--- src/rtl/satd_pkg.sv ---
// Shared definitions for the SATD block controller: state encoding, counter width and
// default pipeline parameters.
package satd_pkg;

   localparam int unsigned DEF_N_SAMPLES = 16;
   localparam int unsigned DEF_PIPE_LAT  = 3;
   localparam int unsigned CNT_W         = 4;

   typedef enum logic [2:0] {
      StIdle  = 3'b000,
      StClear = 3'b001,
      StLoad  = 3'b010,
      StDrain = 3'b011,
      StDone  = 3'b100
   } satd_state_e;

endpackage

--- src/rtl/satd_rr_arb2.sv ---
// Two-way round-robin arbiter: a lone request wins; on a tie the requester that was
// not granted last time wins.
module satd_rr_arb2 (
   input  logic [1:0] req,
   input  logic       last,
   output logic [1:0] gnt
);

   always_comb begin
      gnt = req;
      if (req == 2'b11) begin
         gnt = last ? 2'b01 : 2'b10;
      end
   end

endmodule

--- src/rtl/satd_arb_ctrl.sv ---
// Arbitrates two requesters onto one SATD datapath and sequences clear, sample load,
// pipeline drain and result handshake for each 4x4 block.
module satd_arb_ctrl
   import satd_pkg::*;
#(
   parameter int unsigned PIPE_LAT  = DEF_PIPE_LAT,
   parameter int unsigned N_SAMPLES = DEF_N_SAMPLES
) (
   input  logic             clk,
   input  logic             rst,
   input  logic [1:0]       req,
   input  logic [1:0]       ack,
   output logic [1:0]       gnt,
   output logic [1:0]       done,
   output logic             busy,
   output logic [CNT_W-1:0] sample_idx,
   output logic             enable_counter,
   output logic             enable_diff,
   output logic             reset_diff,
   output logic             enable_sum,
   output logic             reset_sum
);

   localparam int unsigned DRAIN_W = (PIPE_LAT > 1) ? $clog2(PIPE_LAT) : 1;
   localparam logic [CNT_W-1:0]   IDX_LAST   = CNT_W'(N_SAMPLES - 1);
   localparam logic [DRAIN_W-1:0] DRAIN_LAST = DRAIN_W'((PIPE_LAT > 0) ? PIPE_LAT - 1 : 0);

   satd_state_e        state_q, state_d;
   logic [1:0]         gnt_q, gnt_d;
   logic               last_q, last_d;
   logic [CNT_W-1:0]   idx_q, idx_d;
   logic [DRAIN_W-1:0] drain_q, drain_d;
   logic [1:0]         done_q, done_d;
   logic               busy_q, busy_d;
   logic               en_cnt_q, en_cnt_d;
   logic               en_diff_q, en_diff_d;
   logic               rst_diff_q, rst_diff_d;
   logic               en_sum_q, en_sum_d;
   logic               rst_sum_q, rst_sum_d;
   logic [1:0]         arb_gnt;

   satd_rr_arb2 u_arb (
      .req  (req),
      .last (last_q),
      .gnt  (arb_gnt)
   );

   always_comb begin
      state_d = state_q;
      gnt_d   = gnt_q;
      last_d  = last_q;
      idx_d   = idx_q;
      drain_d = drain_q;
      unique case (state_q)
         StIdle: begin
            if (|req) begin
               state_d = StClear;
               gnt_d   = arb_gnt;
            end
         end
         StClear: begin
            state_d = StLoad;
            idx_d   = '0;
         end
         StLoad: begin
            idx_d   = idx_q + CNT_W'(1);
            drain_d = '0;
            if (idx_q == IDX_LAST) begin
               state_d = (PIPE_LAT == 0) ? StDone : StDrain;
            end
         end
         StDrain: begin
            if (drain_q == DRAIN_LAST) begin
               state_d = StDone;
               drain_d = '0;
            end else begin
               drain_d = drain_q + DRAIN_W'(1);
            end
         end
         StDone: begin
            // Only the owner's ack releases the datapath.
            if (|(ack & gnt_q)) begin
               state_d = StIdle;
               last_d  = gnt_q[1];
               gnt_d   = '0;
            end
         end
         default: begin
            state_d = StIdle;
            gnt_d   = '0;
         end
      endcase

      // Outputs are registered, so they are decoded from the next state.
      busy_d     = (state_d != StIdle);
      en_cnt_d   = (state_d == StLoad);
      en_diff_d  = (state_d == StLoad);
      en_sum_d   = (state_d == StLoad) || (state_d == StDrain);
      rst_diff_d = (state_d == StClear);
      rst_sum_d  = (state_d == StClear);
      done_d     = (state_d == StDone) ? gnt_d : 2'b00;
   end

   always_ff @(posedge clk or negedge rst) begin
      if (!rst) begin
         state_q    <= StIdle;
         gnt_q      <= '0;
         last_q     <= 1'b1;
         idx_q      <= '0;
         drain_q    <= '0;
         done_q     <= '0;
         busy_q     <= 1'b0;
         en_cnt_q   <= 1'b0;
         en_diff_q  <= 1'b0;
         rst_diff_q <= 1'b0;
         en_sum_q   <= 1'b0;
         rst_sum_q  <= 1'b0;
      end else begin
         state_q    <= state_d;
         gnt_q      <= gnt_d;
         last_q     <= last_d;
         idx_q      <= idx_d;
         drain_q    <= drain_d;
         done_q     <= done_d;
         busy_q     <= busy_d;
         en_cnt_q   <= en_cnt_d;
         en_diff_q  <= en_diff_d;
         rst_diff_q <= rst_diff_d;
         en_sum_q   <= en_sum_d;
         rst_sum_q  <= rst_sum_d;
      end
   end

   assign gnt            = gnt_q;
   assign done           = done_q;
   assign busy           = busy_q;
   assign sample_idx     = idx_q;
   assign enable_counter = en_cnt_q;
   assign enable_diff    = en_diff_q;
   assign reset_diff     = rst_diff_q;
   assign enable_sum     = en_sum_q;
   assign reset_sum      = rst_sum_q;

endmodule

--- config.mk ---
export PLATFORM = sky130hd
export DESIGN_NAME = satd_arb_ctrl
export DESIGN_NICKNAME = d
export VERILOG_FILES = /design/src/rtl/satd_pkg.sv /design/src/rtl/satd_rr_arb2.sv /design/src/rtl/satd_arb_ctrl.sv
export SDC_FILE = /design/constraint.sdc
export NUM_CORES = 1
export LEC_CHECK = 0
export BUFFER_PORTS_ARGS = -buffer_cell sky130_fd_sc_hd__buf_2
export CAP_MARGIN = 20
export CORE_AREA = 4 4 60 51
export DETAILED_ROUTE_END_ITERATION = 10
export DIE_AREA = 0 0 64 55
export HOLD_SLACK_MARGIN = 0.12
export REMOVE_ABC_BUFFERS = 1
export SLEW_MARGIN = 20
export SYNTH_ARGS = -nofsm -noshare
export SYNTH_HDL_FRONTEND = slang
export SYNTH_SLANG_ARGS = --single-unit
--- constraint.sdc ---
create_clock -name clk -period 1.9 [get_ports clk]
set_clock_uncertainty 0.2 [all_clocks]
set_input_delay 0.285 -clock clk [delete_from_list [all_inputs] [get_ports clk]]
set_output_delay 0.285 -clock clk [all_outputs]
set_load 0.05 [all_outputs]
# [Yosys cells after proc, flatten, opt, wreduce, memory -nomap -nowiden]
# Index checks and enable logic that the tools add are counted.
[op_classes] add_sub_neg=2 mul=0 div=0 order_cmp=0 eq_ne=11 n_shift=0 mux=14 n_bitwise=1 reduce_logical=9
[op_table] operator="3-bit case mux with 5 select lines" count=1
[op_table] operator="3-bit by 2-bit == test with 1-bit output (second input constant)" count=4
[op_table] operator="2-bit 2-to-1 mux" count=6
[op_table] operator="3-bit 2-to-1 mux" count=4
[op_table] operator="4-bit case mux with 2 select lines" count=1
[op_table] operator="3-bit by 1-bit == test with 1-bit output (second input constant)" count=2
[op_table] operator="3-bit == test (second input constant)" count=2
[op_table] operator="2-bit case mux with 3 select lines" count=1
[op_table] operator="4-bit by 1-bit adder with 4-bit output (second input constant)" count=1
[op_table] operator="2-bit == test (second input constant)" count=2
[op_table] operator="4-bit == test (second input constant)" count=1
[op_table] operator="2-bit case mux with 2 select lines" count=1
[op_table] operator="2-bit nonzero test" count=2
[op_table] operator="2-bit OR reduction" count=2
[op_table] operator="3-bit logical NOT" count=1
[op_table] operator="3-bit nonzero test" count=1
[op_table] operator="3-bit OR reduction" count=1
[op_table] operator="2-bit by 1-bit adder with 2-bit output (second input constant)" count=1
[op_table] operator="2-bit AND" count=1
[op_table] operator="2-bit AND reduction" count=1
[op_table] operator="1-bit logical OR" count=1
[totals] register_bits=18 latch_bits=0 ramBits=0 romBits=0 in_bits=6 out_inout_bits=14 wordCells=47 n_memories=0

# [Logic depth before layout (Yosys ltp)]
# Gate-level depths: netlist of run 1.
[logic_depth] depth_word=6 ltp_mapped=5

# [Hierarchy]
# From an unflattened synthesis of run 1, not the netlist that was laid out.
[hier_totals] cells_unflattened=79 area_unflattened_um2=849.6
[by_module_without_submodules] module="satd_arb_ctrl" instances=1 cells_per_inst=76 area_per_inst_um2=830.8 seq_area_each_um2=451.7
[by_module_without_submodules] module="satd_rr_arb2" instances=1 cells_per_inst=3 area_per_inst_um2=18.8 seq_area_each_um2=0.0

# [Least setup slack after synthesis of run 1]
# Ideal clock, no wire load.
[synth_timing] path_kind="reg-to-reg" start="reg idx_q[0] (netlist: sample_idx[0])" end="reg busy_q (netlist: busy)" setup_time_ns=0.131 t_arrival_ns=1.545 t_required_ns=1.569 path_slack_ns=0.024 path_stages_with_launch=6 path_buffers=0 synth_period_minus_slack_ns=1.876 path_cell_list="dfrtp_1 > ha_1 > nor2b_1 > nand4_1 > a31oi_2 > or3_1"
[synth_via] elab_chain_len=4
[synth_rtl] element="start: declaration" line_no="satd_arb_ctrl.sv:31" source="logic [CNT_W-1:0] idx_q, idx_d;"
[synth_rtl] element="start signal: assignment" line_no="satd_arb_ctrl.sv:122" source="idx_q <= idx_d;"
[synth_rtl] element="4-bit == test" line_no="satd_arb_ctrl.sv:68" source="if (idx_q == IDX_LAST) begin"
[synth_rtl] element="3-bit 2-to-1 mux" line_no="satd_arb_ctrl.sv:68"
[synth_rtl] element="3-bit case mux with 5 select lines" line_no="satd_arb_ctrl.sv:54" source="unique case (state_q)"
[synth_rtl] element="net state_d[0]" line_no="satd_arb_ctrl.sv:28" source="satd_state_e state_q, state_d;"
[synth_rtl] element="3-bit nonzero test" line_no="satd_arb_ctrl.sv:95" source="busy_d = (state_d != StIdle);"
[synth_rtl] element="net busy_d" line_no="satd_arb_ctrl.sv:34" source="logic busy_q, busy_d;"
[synth_rtl] element="end signal: assignment" line_no="satd_arb_ctrl.sv:125" source="busy_q <= busy_d;"
[synth_rtl] element="end: declaration" line_no="satd_arb_ctrl.sv:34"
# The timed path passes the listed nets, and every way through them passes these cells.
# A chain may end at the register's enable or synchronous reset.

# [Worst setup path in the final report of run 1]
[layout_timing] start="reg state_q[0]" end="reg rst_sum_q (netlist: reset_sum)"
[layout_via] elab_chain_len=3
[layout_rtl] element="start: declaration" line_no="satd_arb_ctrl.sv:28"
[layout_rtl] element="start signal: assignment" line_no="satd_arb_ctrl.sv:106" source="state_q <= StIdle;"
[layout_rtl] element="start signal: assignment" line_no="satd_arb_ctrl.sv:119" source="state_q <= state_d;"
[layout_rtl] element="3-bit == test, or another cell as far along" line_no="satd_arb_ctrl.sv:54"
[layout_rtl] element="3-bit case mux with 5 select lines (*)" line_no="satd_arb_ctrl.sv:54"
[layout_rtl] element="3-bit by 1-bit == test with 1-bit output (*)"
[layout_rtl] element="net rst_diff_d" line_no="satd_arb_ctrl.sv:37" source="logic rst_diff_q, rst_diff_d;"
[layout_rtl] element="end signal: assignment" line_no="satd_arb_ctrl.sv:130" source="rst_sum_q <= rst_sum_d;"
[layout_rtl] element="end: declaration" line_no="satd_arb_ctrl.sv:39" source="logic rst_sum_q, rst_sum_d;"
# Mark *: on every way through the listed nets, which the timed path passes. The rest lies on a longest branch.

==> summary.txt, run 1 <==
Placed design
  – Number of input and output port buffers inserted: 19
  – Routability congestion estimate: between 0.7 and 0.8
  – Number of instances in the placed design: 133
  – HPWL Detailed: 1.20 mm

Detailed routing
  – Routed length on met3: 91 um
  – Detail-routed via count per cell: roughly 4.8
  – Met2 layer wire length in the routed design: roughly 760 um
  – Detailed-routing wirelength on met1: ~830 um
  – Via count of the routed design: approximately 700
  – Sum of routed wire length over all layers: about 1.7 mm
  – DRC marker count from the first detailed-route iteration: 11
  – Number of nets with antenna violations after routing: 0
  – Post-detailed-route DRC marker count: 0
  – Routed len/inst: 11.8 um
  – Total iterations of the first detailed-routing run: 4
  – Uppermost layer routed: met4

Worst setup path
  – Reg-to-reg startpoint: state_q[0]
  – Slowest-stage cell, CP: dlygate4sd3_1
  – Sequence of cells on the critical path: nor2_4, o21ai_4, dlygate4sd3_1, nor2_1
  – Data arrival time of the critical path: 1810 ps
  – Highest fanout seen on the critical path: 9
  – Data required time at the worst endpoint: between 1500 and 2000 ps
  – Worst setup slack for register-to-register paths: 110 ps
  – Crit end category: register
  – Worst reg2reg endpoint: reset_sum
  – Worst setup SP type: register
  – Peak per-stage delay on the critical path: between 500 and 600 ps
  – Crit Path Category: reg2reg
  – Register-to-Register Path Depth: 4

Floorplan
  – Full die area: approximately 3500 um^2
  – Core Region: 2420 um^2
  – Effective utilization at floorplan: 0.368
  – Die Width: 64 um
  – Number of ports placed on the die boundary: 20
  – Placement Rows: 16
  – Vertical die dimension: approximately 55 um

Layout
  – Fin nets: 116
  – Area growth from synthesis to final layout: 24.3%
  – Count of fill cells added during filler insertion: between 200 and 250
  – Utilization of the core after routing: 0.457
  – Number of non-filler instances in the completed layout: about 140
  – Share of layout cells above drive strength 1: 0.343
  – Antenna Diode Count: 0

Global route
  – Largest net degree at the start of global routing: 19
  – GRT overflow: 0
  – GRT Total Usage: 0.101
  – Via count of the first global-routing pass: about 550
  – First-pass GRT wire length: ~2.7 mm
  – Number of antenna violations at the first check in global routing: 0

Clocking
  – Clock tree from TritonCTS: yes
  – Number of gates given a new drive strength after cts: 0
  – Clk root buf: clkbuf_4
  – Sink count of the clock tree: 18
  – Source-to-sink clock delay at the later pin of the worst-skew pair: a little under 300 ps
  – Inserted Clock Buffers: 3
  – CTS H-tree lvls: 1
  – Bufs on Longest Clock Path: 2
  – Clk pin slew, worst setup/hold paths: 100 ps

Power and ir drop
  – Leakage power of the design: 0.508 nW
  – Max IR drop VDD: about 0.00060 V
  – Power after layout: approximately 1.8 mW
  – Power density of the placed cells: around 1600 nW/um^2

Synth
  – Asr flop ratio synth: 1.00
  – Predominant post-synthesis flop cell: dfrtp_1
  – Proportion of netlist area held by the largest area contributor: 0.478
  – Share of the yosys chip area belonging to registers: 0.507
  – Area share of fa/ha/maj cells after synthesis: 0.0140
  – Xor-xnor portion of the synthesized cell area: 0
  – Post-synthesis sequential element count: 18
  – Multiplexer share of the synthesized area: 0.0126
  – Leading cell types by count after synthesis: dfrtp_1, and2_1, buf_2, nand3_1, nor2_1
  – Simple-gate portion of the synthesized area: 0.237
  – Count of cell types in the netlist: 35
  – Main combinational cell family by area after synthesis: simple AND/OR/NAND/NOR gates
  – Cells taking the most area after synthesis: dfrtp_1, dfstp_2, and2_1
  – Complex-gate fraction of the synthesized area: 0.177
  – Dominant cell type by area after synthesis: dfrtp_1
  – Synthesis warning total: 0
  – Most frequent cell after synthesis: dfrtp_1
  – Total standard cell area after synthesis: approximately 900 um^2
  – Post-Synthesis Mean Instance Area: around 11 um^2
  – Count of flip-flops with a built-in enable after synthesis: 0
  – Post-Syn Instances: between 80 and 90

Timing
  – Hold violation total from the final report: 0
  – Fin Setup TNS: 0 ps
  – Setup repair after global routing missed its margin: no
  – Setup violations, final: 0
  – Minimum period implied by the final worst setup slack: roughly 1800 ps
  – Measured slew at the worst slew-check pin: 399 ps
  – Normalized max-slew margin: 0.734
  – Final count of pins violating max slew: 0
  – Final hold slack: approximately 160 ps
  – Final worst path period share: 0.940
  – Highest clock frequency the design can meet: 560 MHz

Job
  – # Max-Cap Violations: 0

Hold path
  – Hold Crit Start: req[0]
  – Hold Path Depth: 3
  – Hold Path Sink: gnt[0]
  – Class of the worst hold path: in2reg

Outcome
  – Outcome: complete, no violations
-- cells by family after synthesis --
family          Yosys count
mux                       1
buf+inv                   9
fa+ha+maj                 1
simple gates             35
flops                    18
compound gates           18
-- final cells by class --
type	count	area, um^2	share of cell area
clock buffers	4	36.3	0.0328
inverters	3	11.3	0.0102
multi-input cells	55	393	0.355
flip-flops and latches	18	452	0.408
well taps	36	45.0	0.0407
repair buffers	28	170	0.154
-- per-stage QoR --
step | cell area [um^2] | setup slack, ps
after floorplan | 856 | 7.12
after global placement | 1010 | 257
after detailed placement | 1010 | 229
after CTS | 1080 | 61.7
after global routing | 1110 | 50.2
final | 1110 | 113
-- worst max-delay path by stage --
| stage | to | startpoint | slack [ps] | depth (start not counted) |
|---|---|---|---|---|
| finish | reset_sum | state_q[0] | 110 | 4 |
| global route | reset_sum | state_q[0] | 50 | 4 |
| CTS | reset_sum | state_q[1] | 60 | 4 |
| detailed placement | busy | sample_idx[0] | 230 | 5 |
| global placement | busy | sample_idx[0] | 260 | 5 |
| floorplan | busy | sample_idx[0] | 7 | 5 |
-- critical path: cells and delay by family, from the launching register on --
family | cells | cell delay, ps
AO/OA/AOI/OAI | 1 | 90
buffers and inverters | 1 | 560
flip-flops | 1 | 510
AND/OR/NAND/NOR | 2 | 350
-- metal layers --
layer / up-vias / global-route usage
met5: - / 0
met4: 0 / 0.0215
met3: 2 / 0.0384
met2: 18 / 0.166
met1: 320 / 0.128
li1: 356 / -
-- power breakdown --
group | leakage, nW | internal (mW) | switching, mW
sequential | 0.217 | 0.503 | 0.144
clock | 0.0210 | 0.117 | 0.119
combinational | 0.270 | 0.278 | 0.606
total | 0.508 | 0.898 | 0.870
-- cell usage in the layout, fill, tap and decap left out, types with 2 or more instances in the layout --
cell type	Yosys	routed
dlygate4sd3_1	0	3
nand3_1	4	4
nand2_1	3	3
nor2_1	4	4
buf_2	4	19
clkbuf_4	0	3
nand4b_1	2	2
a21oi_1	2	2
o21ai_0	3	3
nor3_1	2	2
buf_4	2	6
a21o_1	2	2
nand3b_1	3	3
nand4_1	3	3
nand2b_1	2	2
nor2b_1	3	3
o2bb2ai_1	2	2
and2_1	4	4
inv_1	3	3
dfrtp_1	17	17
-- registers in the layout (all words and copies together) (netlist names) --
register	cells
last_q	1
state_q	3
gnt	2
reset_sum	1
drain_q	2
enable_sum	1
enable_diff	1
sample_idx	4
done	2
busy	1
-- what timing repair did --
item | in CTS | in global routing
endpoints found under the setup margin | 0 | 1
setup buffers | 0 | 4
hold buffers | 3 | 0
endpoints found under the hold margin | 19 | 0
Power figures use the tool's default switching activity.
==> run 2, diff against run 1 <==
--- a/config.mk
+++ b/config.mk
@@ -7,10 +7,14 @@
 export LEC_CHECK = 0
 export BUFFER_PORTS_ARGS = -buffer_cell sky130_fd_sc_hd__buf_2
 export CAP_MARGIN = 20
-export CORE_AREA = 4 4 60 51
+export CELL_PAD_IN_SITES_DETAIL_PLACEMENT = 2
+export CELL_PAD_IN_SITES_GLOBAL_PLACEMENT = 2
+export CORE_AREA = 4 4 64 55
+export CTS_CLUSTER_DIAMETER = 60
 export DETAILED_ROUTE_END_ITERATION = 10
-export DIE_AREA = 0 0 64 55
+export DIE_AREA = 0 0 68 59
 export HOLD_SLACK_MARGIN = 0.12
+export PLACE_DENSITY_LB_ADDON = 0.1
 export REMOVE_ABC_BUFFERS = 1
 export SLEW_MARGIN = 20
 export SYNTH_ARGS = -nofsm -noshare
==> summary.txt, run 2 (synthesized netlist as in run 1, its figures left out) <==
Global route
  – GRT overflow: 0 (unchanged)
  – First-pass GRT wire length: 3.93 mm (+47%)
  – Number of antenna violations at the first check in global routing: 0 (unchanged)
  – Via count of the first global-routing pass: 813 (+47%)
  – Largest net degree at the start of global routing: 19 (unchanged)
  – GRT Total Usage: 0.136 (+0.0352)

Worst setup path
  – Worst setup SP type: register
  – Family with the most delay on the worst path: buffers and inverters
  – Register-to-Register Path Depth: 4 (unchanged)
  – Worst reg2reg endpoint: reset_sum
  – Worst setup slack for register-to-register paths: 100 ps (about the same)
  – Crit Path Category: reg2reg
  – Highest fanout seen on the critical path: 9 (unchanged)
  – Stages on worst setup path: 4 (unchanged)
  – Peak per-stage delay on the critical path: 570 ps (about the same)
  – Crit end category: register
  – Slowest-stage cell, CP: dlygate4sd3_1
  – Data arrival time of the critical path: 1830 ps (+20 ps)
  – Reg-to-reg startpoint: state_q[1]
  – Sequence of cells on the critical path: nor2_4, o21ai_4, dlygate4sd3_1, nor2_1
  – Data required time at the worst endpoint: 1940 ps (+20 ps)
  – Worst path buffer plus inverter count: 1 (unchanged)

Hold path
  – Class of the worst hold path: in2reg
  – Hold Crit Start: req[0]
  – Hold Path Depth: 3 (unchanged)
  – Hold Path Sink: gnt[0]

Clocking
  – Source-to-sink clock delay at the later pin of the worst-skew pair: 300 ps (about the same)
  – Sink count of the clock tree: 18 (unchanged)
  – Clock tree from TritonCTS: yes
  – Inserted Clock Buffers: 3 (unchanged)
  – Clk pin slew, worst setup/hold paths: 110 ps (about the same)
  – Bufs on Longest Clock Path: 2 (unchanged)
  – Number of gates given a new drive strength after cts: 0 (unchanged)
  – Clk root buf: clkbuf_4
  – CTS H-tree lvls: 1 (unchanged)

Power and ir drop
  – Max IR drop VDD: 0.000592 V (-1.5%)
  – Internal power consumption: 0.897 mW (about the same)
  – Net Sw Frac: 0.504 (+0.0119)
  – Leakage power of the design: 0.503 nW (-1.1%)
  – Power density of the placed cells: 1640 nW/um^2 (+2.5%)
  – NetSw: 0.911 mW (+4.8%)
  – Reg power frac: 0.363 (-0.003)
  – Part of the total power dissipated in combinational logic: 0.505 (+0.005)
  – Relative contribution of the clock network to total power: 0.132 (-0.002)

Layout
  – Share of layout cells above drive strength 1: 0.336 (-0.00614)
  – Area growth from synthesis to final layout: 24.0%
  – Most common cell after layout, fill and taps aside: buf_2
  – Largest register FFs: 4 (unchanged)
  – Utilization of the core after routing: 0.377 (-0.0798)
  – Antenna Diode Count: 0 (unchanged)
  – Fin nets: 115 (-0.86%)
  – Most used cells in the layout excluding fill and tap cells: buf_2, dfrtp_1, buf_4

Detailed routing
  – Detail-routed via count per cell: 5.08 (+5.1%)
  – Post-detailed-route DRC marker count: 0 (unchanged)
  – Total iterations of the first detailed-routing run: 2 (-2)
  – Via count of the routed design: 747 (+7.3%)
  – Number of nets with antenna violations after routing: 0 (unchanged)
  – Sum of routed wire length over all layers: 2.37 mm (+39%)
  – Routed len/inst: 16.1 um (+37%)
  – DRC marker count from the first detailed-route iteration: 27 (+16)

Timing
  – Final count of pins violating max slew: 0 (unchanged)
  – Final worst path period share: 0.945 (+0.00503)
  – Highest clock frequency the design can meet: 557 MHz (-0.53%)
  – Setup violations, final: 0 (unchanged)
  – Hold violation total from the final report: 0 (unchanged)
  – Measured slew at the worst slew-check pin: 417 ps (+17.5 ps)
  – Final hold slack: 182 ps (+22.5 ps)
  – Normalized max-slew margin: 0.722 (-0.0117)
  – Fin Setup TNS: 0 ps (unchanged)
  – Setup repair after global routing missed its margin: no
  – Minimum period implied by the final worst setup slack: 1800 ps (+9.55 ps)

Floorplan
  – Placement Rows: 18 (+2)
  – Full die area: 4010 um^2 (+14%)
  – Die Width: 68 um (+6.3%)
  – Core Region: 2930 um^2 (+21%)
  – Effective utilization at floorplan: 0.304 (-0.0635)
  – Number of ports placed on the die boundary: 20 (unchanged)
  – Vertical die dimension: 59 um (+7.3%)

Placed design
  – Number of input and output port buffers inserted: 19 (unchanged)
  – Routability congestion estimate: 0.755 (-2.2%)
  – HPWL Detailed: 1.73 mm (+43%)

Job
  – # Max-Cap Violations: 0 (unchanged)

Outcome
  – Outcome: complete, no violations
[run 2: repair_timing]
item                                    in CTS  in global routing
endpoints found under the setup margin       0                  1
buffers inserted                             0                  3
hold buffers                                 3                  0
endpoints found under the hold margin       19                  0
[run 2: worst max path at each step]
stage	start	to	slack (ps)
floorplan	sample_idx[0]	busy	7
global placement	sample_idx[0]	busy	240
detailed placement	sample_idx[0]	busy	160
CTS	state_q[1]	reset_sum	30
global route	state_q[1]	reset_sum	30
finish	state_q[1]	reset_sum	100
[run 2: power groups by stage]
stage	Clock (mW)	Sequential, mW	Combinational, mW
after global routing	0.271	0.684	0.994
after floorplan	0	1.02	0.280
after detailed placement	0	0.666	0.906
after global placement	0	0.653	0.889
final	0.239	0.656	0.914
after CTS	0.252	0.659	0.917
[run 2: layout make-up]
cell class	instances	area, um^2
Fill cell	329	1820
Clock buffer	4	36.3
Tap cell	40	50.0
Inverter	3	11.3
Sequential cell	18	452
Timing Repair Buffer	27	163
Multi-Input combinational cell	55	393
[run 2: metal layers]
layer | global-route usage | vias to the layer above | share of wire
met5 | 0 | - | 0
met4 | 0.0255 | 0 | 0.0063
met3 | 0.0512 | 2 | 0.043
met2 | 0.221 | 17 | 0.49
met1 | 0.175 | 383 | 0.46
li1 | - | 345 | -
[run 2: per-stage QoR]
stage / instance area [um^2] / instances / setup WS (ps) / total power [mW]
2_1_floorplan: 856 / 76 / 7.12 / 1.30
6_report: 1100 / 147 / 104 / 1.81
3_5_place_dp: 1020 / 137 / 164 / 1.57
4_1_cts: 1080 / 144 / 34.1 / 1.83
3_3_place_gp: 1020 / 137 / 240 / 1.54
5_1_grt: 1100 / 147 / 29.7 / 1.95
[run 2: worst min-delay path, cell delays in order]
cell and delay (ps):
buf_2 130, nand4b_1 110, nand3_1 100
==> run 3, diff against run 2 <==
==> constraint.sdc (replaced) <==
create_clock -name clk -period 1.9 [get_ports clk]
set_clock_uncertainty 0.2 [all_clocks]
set_input_delay 0.38 -clock clk [delete_from_list [all_inputs] [get_ports clk]]
set_output_delay 0.38 -clock clk [all_outputs]
set_load 0.05 [all_outputs]
==> summary.txt, run 3 (synthesized netlist as in run 1, its figures left out) <==
Detailed routing
  – Sum of routed wire length over all layers: 2.30 mm (-3.1%)
  – Routed len/inst: 16.2 um (+0.29%)
  – Via count of the routed design: 729 (-2.4%)
  – Detail-routed via count per cell: 5.13 (+1.0%)
  – Total iterations of the first detailed-routing run: 2 (unchanged)
  – Post-detailed-route DRC marker count: 0 (unchanged)
  – Number of nets with antenna violations after routing: 0 (unchanged)
  – DRC marker count from the first detailed-route iteration: 21 (-22%)

Clocking
  – Inserted Clock Buffers: 3 (unchanged)
  – Clk root buf: clkbuf_4
  – Source-to-sink clock delay at the later pin of the worst-skew pair: 290 ps (about the same)
  – Clk pin slew, worst setup/hold paths: 110 ps (about the same)
  – Number of gates given a new drive strength after cts: 0 (unchanged)
  – Clock tree from TritonCTS: yes
  – CTS H-tree lvls: 1 (unchanged)
  – Bufs on Longest Clock Path: 2 (unchanged)
  – Setup bufs post-CTS: 0 (unchanged)
  – Sink count of the clock tree: 18 (unchanged)

Layout
  – Area growth from synthesis to final layout: 19.2%
  – Largest register FFs: 4 (unchanged)
  – Share of layout cells above drive strength 1: 0.324 (-0.0129)
  – Final Instance Area: 1060 um^2 (-3.9%)
  – Antenna Diode Count: 0 (unchanged)
  – Fin nets: 110 (-4.3%)
  – Most used cells in the layout excluding fill and tap cells: buf_2, dfrtp_1, nand3_1, nor2_1, and2_1
  – Most common cell after layout, fill and taps aside: buf_2

Hold path
  – Hold Crit Start: req[1]
  – Class of the worst hold path: in2reg

Worst setup path
  – Worst setup SP type: register
  – Reg-to-reg startpoint: sample_idx[0]
  – Data arrival time of the critical path: 1730 ps (-100 ps)
  – Crit end category: register
  – Sequence of cells on the critical path: ha_1, nor2b_1, nand4_1, a31oi_2, or3_1
  – Crit Path Category: reg2reg
  – Highest fanout seen on the critical path: 6 (-3)
  – Peak per-stage delay on the critical path: 450 ps (-120 ps)
  – Slowest-stage cell, CP: dfrtp_1
  – Data required time at the worst endpoint: 1880 ps (-60 ps)
  – Origin of the worst setup path: sample_idx[0]

Timing
  – Normalized max-slew margin: 0.722 (about the same)
  – Final worst path period share: 0.916 (-0.0290)
  – Highest clock frequency the design can meet: 574 MHz (+3.2%)
  – Minimum period implied by the final worst setup slack: 1740 ps (-55.0 ps)
  – Setup repair after global routing missed its margin: no
  – Measured slew at the worst slew-check pin: 417 ps (+0.195 ps)
  – Setup violations, final: 0 (unchanged)
  – Final count of pins violating max slew: 0 (unchanged)
  – Hold violation total from the final report: 0 (unchanged)
  – Fin Setup TNS: 0 ps (unchanged)

Floorplan
  – Placement Rows: 18 (unchanged)
  – Number of ports placed on the die boundary: 20 (unchanged)
  – Die Width: 68 um (unchanged)
  – Vertical die dimension: 59 um (unchanged)
  – Full die area: 4010 um^2 (unchanged)
  – Effective utilization at floorplan: 0.304 (unchanged)
  – Core Region: 2930 um^2 (unchanged)

Power and ir drop
  – Reg power frac: 0.366 (+0.003)
  – Relative contribution of the clock network to total power: 0.133 (about the same)
  – NetSw: 0.906 mW (-0.59%)
  – Net Sw Frac: 0.506 (+0.00234)
  – Internal power consumption: 0.884 mW (-1.5%)
  – Power after layout: 1.79 mW (-1.0%)
  – Max IR drop VDD: 0.000593 V (+0.22%)
  – Part of the total power dissipated in combinational logic: 0.501 (-0.004)
  – Power density of the placed cells: 1680 nW/um^2 (+2.9%)
  – Leakage power of the design: 0.480 nW (-4.6%)

Global route
  – Largest net degree at the start of global routing: 19 (unchanged)
  – GRT overflow: 0 (unchanged)
  – Number of antenna violations at the first check in global routing: 0 (unchanged)
  – Via count of the first global-routing pass: 795 (-2.2%)
  – GRT Total Usage: 0.134 (-0.00238)
  – First-pass GRT wire length: 3.85 mm (-1.9%)

Placed design
  – Number of input and output port buffers inserted: 19 (unchanged)
  – Placed instance area: 1020 um^2 (unchanged)
  – HPWL Detailed: 1.73 mm (unchanged)
  – Routability congestion estimate: 0.755 (unchanged)

Outcome
  – Outcome: complete, no violations

Job
  – # Max-Cap Violations: 0 (unchanged)
-- run 3: per-stage QoR --
| stage | hold slack (ps) | cells | worst slack, ps | utilization |
|---|---|---|---|---|
| 3_3_place_gp | 138 | 137 | 240 | 0.347 |
| 2_1_floorplan | -116 | 76 | 7.12 | - |
| 5_1_grt | 203 | 142 | 68.8 | 0.363 |
| 3_5_place_dp | 139 | 137 | 164 | 0.347 |
| 6_report | 211 | 142 | 159 | 0.363 |
| 4_1_cts | 203 | 142 | 144 | 0.363 |
-- run 3: what timing repair did --
| item | CTS | global route |
|---|---|---|
| endpoints found under the setup margin | 0 | 0 |
| endpoints found under the hold margin | 18 | 0 |
| hold buffers | 1 | 0 |
-- run 3: power by group through the flow --
stage          combinational [mW]  sequential, mW  clock (mW)
2_1_floorplan               0.280            1.02           0
3_3_place_gp                0.889           0.653           0
3_5_place_dp                0.906           0.666           0
4_1_cts                     0.913           0.659       0.252
5_1_grt                     0.975           0.683       0.271
6_report                    0.897           0.655       0.237
-- run 3: layer usage --
| layer | track usage | wire length (um) | vias to the layer above |
|---|---|---|---|
| li1 | - | - | 336 |
| met1 | 0.175 | 1070 | 376 |
| met2 | 0.213 | 1110 | 15 |
| met3 | 0.0512 | 97 | 2 |
| met4 | 0.0255 | 13 | 0 |
| met5 | 0 | 0 | - |
-- run 3: final cells by class --
| type | count | area, um^2 |
|---|---|---|
| clock buffers | 4 | 36.3 |
| fillers | 328 | 1870 |
| inverters | 3 | 11.3 |
| multi-input cells | 55 | 393 |
| flip-flops and latches | 18 | 452 |
| well taps | 40 | 50.0 |
| repair buffers | 22 | 120 |
-- run 3: path summary, 6_finish.rpt --
| path | to | slack, ps | depth (start not counted) |
|---|---|---|---|
| min in group asynchronous | sample_idx[3] | 340 | 2 |
| max in group asynchronous | last_q | 840 | 2 |
| worst max-delay path | busy | 160 | 5 |
| worst min-delay path | reset_sum | 210 | 3 |
| worst max register to register | busy | 160 | 5 |
| worst min register to register | drain_q[0] | 350 | 1 |
-- run 3: critical path: cells and delay by family (launching register included) --
kind,cells,cell delay [ps]
and+or+nand+nor,3,640
adders and majority gates,1,230
AOI/OAI and AO/OA,1,120
DFF,1,450
